$ cat config.mk
export PLATFORM = sky130hd
export DESIGN_NAME = sprite_palette_bank
export DESIGN_NICKNAME = d
export VERILOG_FILES = /design/src/rtl/sprite_palette_bank.sv
export SDC_FILE = /design/constraint.sdc
export NUM_CORES = 1
export LEC_CHECK = 0
export BUFFER_PORTS_ARGS = -buffer_cell sky130_fd_sc_hd__clkbuf_2
export CAP_MARGIN = 20
export CORE_MARGIN = 1.5
export CORE_UTILIZATION = 38
export DETAILED_ROUTE_END_ITERATION = 10
export GPL_TIMING_DRIVEN = 0
export PLACE_DENSITY = 0.5
export SLEW_MARGIN = 0
export SYNTH_ARGS = -nofsm -noshare
export SYNTH_HDL_FRONTEND = slang
export SYNTH_SLANG_ARGS = --single-unit
$ cat constraint.sdc
create_clock -name clk -period 4.9 [get_ports clk]
set_input_delay 0.735 -clock clk [delete_from_list [all_inputs] [get_ports clk]]
set_output_delay 0.735 -clock clk [all_outputs]
set_load 0.01 [all_outputs]
$ cat src/rtl/sprite_palette_bank.sv
// Multi-bank sprite palette RAM with a two-stage lookup pipeline, key-colour
// transparency flag and a frame-tick driven bank rotation counter.
//
// state | meaning
// INIT  | sweeping every palette entry to KEY_COLOR, writes/lookups/ticks ignored
// READY | writes, lookups and animation active
module sprite_palette_bank #(
   parameter int                  NUM_BANKS = 8,
   parameter int                  INDEX_W   = 4,
   parameter int                  CHAN_W    = 4,
   parameter logic [3*CHAN_W-1:0] KEY_COLOR = 12'h6AF,
   parameter int                  ANIM_DIV  = 4,
   localparam int                 BANK_W    = $clog2(NUM_BANKS)
) (
   input  logic                clk,
   input  logic                reset,
   input  logic                wr_en,
   input  logic [BANK_W-1:0]   wr_bank,
   input  logic [INDEX_W-1:0]  wr_index,
   input  logic [3*CHAN_W-1:0] wr_rgb,
   output logic                wr_ready,
   input  logic                rd_valid,
   input  logic [BANK_W-1:0]   rd_bank,
   input  logic [INDEX_W-1:0]  rd_index,
   input  logic                frame_tick,
   input  logic [BANK_W:0]     anim_len,
   output logic [BANK_W-1:0]   anim_frame,
   output logic                out_valid,
   output logic [CHAN_W-1:0]   red,
   output logic [CHAN_W-1:0]   green,
   output logic [CHAN_W-1:0]   blue,
   output logic                transparent
);

   localparam int ENTRY_W = BANK_W + INDEX_W;
   localparam int DEPTH   = NUM_BANKS << INDEX_W;
   localparam int RGB_W   = 3 * CHAN_W;
   localparam int DIV_W   = (ANIM_DIV > 1) ? $clog2(ANIM_DIV) : 1;

   typedef enum logic {ST_INIT, ST_READY} state_t;

   state_t             state;
   logic [ENTRY_W-1:0] init_addr;
   logic [DIV_W-1:0]   div_cnt;
   logic               rd_v;
   logic [RGB_W-1:0]   rd_data;
   logic [RGB_W-1:0]   mem [DEPTH];

   logic               mem_we;
   logic [ENTRY_W-1:0] mem_waddr;
   logic [RGB_W-1:0]   mem_wdata;
   logic [BANK_W-1:0]  eff_bank;
   logic [ENTRY_W-1:0] rd_addr;
   logic [BANK_W:0]    next_frame;

   // The init sweep owns the write port until READY; user writes are dropped.
   always_comb begin
      mem_we    = 1'b0;
      mem_waddr = init_addr;
      mem_wdata = KEY_COLOR;
      if (!reset) begin
         if (state == ST_INIT) begin
            mem_we = 1'b1;
         end else if (wr_en) begin
            mem_we    = 1'b1;
            mem_waddr = {wr_bank, wr_index};
            mem_wdata = wr_rgb;
         end
      end
   end

   assign eff_bank   = rd_bank + anim_frame;
   assign rd_addr    = {eff_bank, rd_index};
   assign next_frame = {1'b0, anim_frame} + (BANK_W+1)'(1);

   // Read samples the pre-write contents, so a same-cycle collision returns old data.
   always_ff @(posedge clk) begin
      if (mem_we) mem[mem_waddr] <= mem_wdata;
      rd_data <= mem[rd_addr];
   end

   always_ff @(posedge clk) begin
      if (reset) begin
         state       <= ST_INIT;
         init_addr   <= '0;
         wr_ready    <= 1'b0;
         div_cnt     <= '0;
         anim_frame  <= '0;
         rd_v        <= 1'b0;
         out_valid   <= 1'b0;
         red         <= '0;
         green       <= '0;
         blue        <= '0;
         transparent <= 1'b0;
      end else begin
         case (state)
            ST_INIT: begin
               init_addr <= init_addr + ENTRY_W'(1);
               if (init_addr == ENTRY_W'(DEPTH - 1)) begin
                  state    <= ST_READY;
                  wr_ready <= 1'b1;
               end
            end
            ST_READY: begin
               if (frame_tick) begin
                  if (div_cnt == DIV_W'(ANIM_DIV - 1)) begin
                     div_cnt <= '0;
                     if (next_frame >= anim_len) anim_frame <= '0;
                     else                        anim_frame <= next_frame[BANK_W-1:0];
                  end else begin
                     div_cnt <= div_cnt + DIV_W'(1);
                  end
               end
            end
            default: state <= ST_INIT;
         endcase

         rd_v      <= rd_valid && (state == ST_READY);
         out_valid <= rd_v;
         if (rd_v) begin
            red         <= rd_data[RGB_W-1 -: CHAN_W];
            green       <= rd_data[2*CHAN_W-1 -: CHAN_W];
            blue        <= rd_data[CHAN_W-1:0];
            transparent <= (rd_data == KEY_COLOR);
         end
      end
   end

endmodule

==> summary.txt <==
Placed design
  • HPWL after detailed placement: 107000 um
  • Gpl congestion: 0.867
  • PortBufs: 48
  • Post-Place Setup Slack: -0.0400 ns

Logic synthesis
  • Yosys top cell area share: 75.9%
  • Avg Inst Size Synth: 23.5 um2
  • Register bit total from synthesis: 1577
  • Synthesized instance count: 2590
  • Cell accounting for the most synthesized area: edfxtp_1
  • YS warnings: 0
  • Ranking of synthesized cells by area: edfxtp_1, mux4_2, dfxtp_1
  • Netlist cell types: 38
  • Synthesized area: 60800 um2
  • Post-synthesis sequential area ratio: 77.3%
  • Syn nets: 2634

CTS
  • Root buf cell: clkbuf_16
  • Reg clk slew, reported paths: 0.06 ns
  • Clock Sinks: 1577
  • Number of CTS-inserted buffers: 164
  • Htree depth: 4
  • Resized Gates After CTS: 0
  • CTS tree: built
  • Max clock buf depth: 3
  • Cts hold-fix bufs: 0
  • Worst-Skew Late Latency: 0.79 ns
  • Post-CTS Setup Bufs: 0

Hold path
  • Worst hold path type: input port to register

Global route
  • GR Util All Layers: 19.8%
  • Largest net degree at the start of global routing: 78
  • Vias in the first global route: 29773
  • Total grt overflow: 0
  • Global-route wire length before repair: 225000 um
  • Initial antenna violation count: 14

Worst setup path
  • Worst Setup End Kind: register
  • Worst Setup Start Kind: register
  • Crit-path max FO: 10
  • Worst path arrival time: 4.75 ns
  • Worst EP required: 5.50 ns
  • Kind of critical path: register to register

Power
  • Comb power frac: 3.2%
  • NetSw: 5780 uW
  • Power Density: 396 nW/um2
  • Max rail drop VDD: 0.000374 V
  • Clock share of power: 44.6%
  • Net Sw Frac: 20.6%
  • Internal power: 22200 uW
  • Part of the power in registers: 52.2%
  • Tot Pwr: 28000 uW
  • Leakage: 0.0253 uW

Floorplan
  • I/O pin count: 53
  • Core area: 159000 um2
  • Full die area: 162000 um2
  • Die width: 403 um
  • Initial Util: 38.3%
  • Die H: 403 um
  • Row cnt: 146

Timing
  • Slew @ Worst Pin: 1.18 ns
  • Sum Neg Setup Slack: 0 ns
  • Final Slew Violations: 0
  • Fin crit period: 4.15 ns
  • Worst Hold Slack: 0.251 ns
  • Final Hold Fails: 0
  • Max frequency: 0.241 GHz
  • Max Clock Skew: 0.0256 ns
  • Final worst slack: 0.749 ns
  • Period utilisation layout: 84.7%
  • RSZ-0062 raised after global routing: false
  • Count of final setup violators: 0
  • Max_slew headroom: 21.2%

Final layout
  • Share of cells above drive strength 1: 33.1%
  • Final Util: 44.6%
  • Nets@finish: 2989
  • Area Growth Syn to Fin: 16.5%

Route
  • Via density: 5.55
  • Vias: 28631
  • DR pass1 iterations: 5
  • DRC viols: 0
  • Final ANT Viol Nets: 0
  • DR iter-0 viols: 3144
  • Final wirelength: 160000 um
  • WL/cell: 31.0 um

Run
  • Max Cap Violations: 0

Status
  • Status: completed
## routing by layer
| metal | part of all wire [%] | up-vias | GRT usage [%] |
|---|---|---|---|
| met1 | 42 | 15665 | 27.2 |
| li1 | - | 11765 | - |
| met5 | 0.029 | - | 0 |
| met3 | 6.5 | 223 | 3.85 |
| met2 | 49 | 972 | 32.7 |
| met4 | 2.1 | 6 | 4.82 |
## cells by family (layout without fill, tap and decap cells)
family	Yosys count	after routing	share of synthesized area, %
other	0	8	0
AOI/OAI and AO/OA	43	43	0.492
muxes	545	545	18.9
and+or+nand+nor	261	261	1.90
adders and majority gates	9	9	0.198
xor gates and xnor gates	8	8	0.115
DFF	1577	1577	77.3
buffers and inverters	147	633	1.11
## power by group through the flow
stage	sequential [uW]	combinational, uW	clock [uW]
after floorplan	14900	548	0
after global placement	14900	890	0
after detailed placement	14900	906	0
after CTS	14600	909	12700
after global routing	14600	941	13300
final	14600	903	12500
## metrics by stage
| step | area, um2 | cells |
|---|---|---|
| floorplan | 60800 | 2590 |
| global placement | 63600 | 4710 |
| detailed placement | 65000 | 4820 |
| CTS | 70400 | 5117 |
| global route | 70700 | 5148 |
| finish | 70800 | 5156 |
## cells in the final DEF (no fill, tap or decap), types with 7 or more instances in the layout
cell type,count
clkbuf_2,56
mux4_2,480
nand2_1,39
inv_1,11
clkbuf_16,165
buf_1,11
nor2_2,9
nand2b_4,8
ha_1,8
buf_4,61
nand3b_1,9
diode_2,8
nand2b_1,8
clkinv_1,32
nand3_1,12
buf_2,41
nor2b_1,7
buf_16,14
dfxtp_1,41
edfxtp_1,1536
o22ai_1,12
a221oi_1,12
nor2_1,144
bufinv_16,19
mux2_2,24
buf_6,77
clkinv_2,23
clkbuf_1,93
mux2i_1,41
a21oi_1,7
## registers in the layout, summed over array words and instances, names as in the netlist
name / count
rd_data: 12
out_valid: 1
div_cnt: 2
rd_v: 1
init_addr: 7
blue: 4
mem: 1536
transparent: 1
green: 4
wr_ready: 1
state: 1
red: 4
anim_frame: 3
## path summary, 6_finish.rpt
kind,start,end,slack [ns],depth (start not counted)
worst max-delay path,anim_frame[0],rd_data[7],0.75,7
worst min-delay path,rd_valid,rd_v,0.25,2
worst max register to register,anim_frame[0],rd_data[7],0.75,7
worst min register to register,div_cnt[1],div_cnt[1],0.47,2
## final cells by class
cell class,instances,area [um2]
Timing Repair Buffer,189,1900
Tap cell,2072,2590
Sequential cell,1577,46900
Inverter,11,41.3
Buffer,136,646
Multi-Input combinational cell,866,13200
Fill cell,13314,87800
Antenna cell,8,20.0
Clock buffer,201,4290
Clock inverter,96,1100
## cells in the mapped netlist (all sizes together)
master	count
nand3	12
edfxtp	1536
xnor2	3
and3b	1
and3	2
inv	11
mux2	24
a221oi	12
or3	3
a21oi	7
buf	68
nor2b	7
clkbuf	68
nor2	153
dfxtp	41
nand4	2
and2	7
o31ai	2
o2111ai	3
nand2b	16
fa	1
a21o	1
nand2	39
ha	8
o211ai	1
or2	6
nand3b	9
mux2i	41
mux4	480
a31oi	2
o21ai	3
nand4b	2
o22ai	12
nor3	2
xor2	5
## critical path, cell delays in order (launching register included)
cell	delay, ns
dfxtp_1	0.38
ha_1	0.30
clkbuf_1	0.45
clkbuf_1	0.79
clkbuf_1	0.66
mux4_2	0.42
mux2i_1	0.18
a221oi_1	0.76
(Power assumes the default switching activity.)
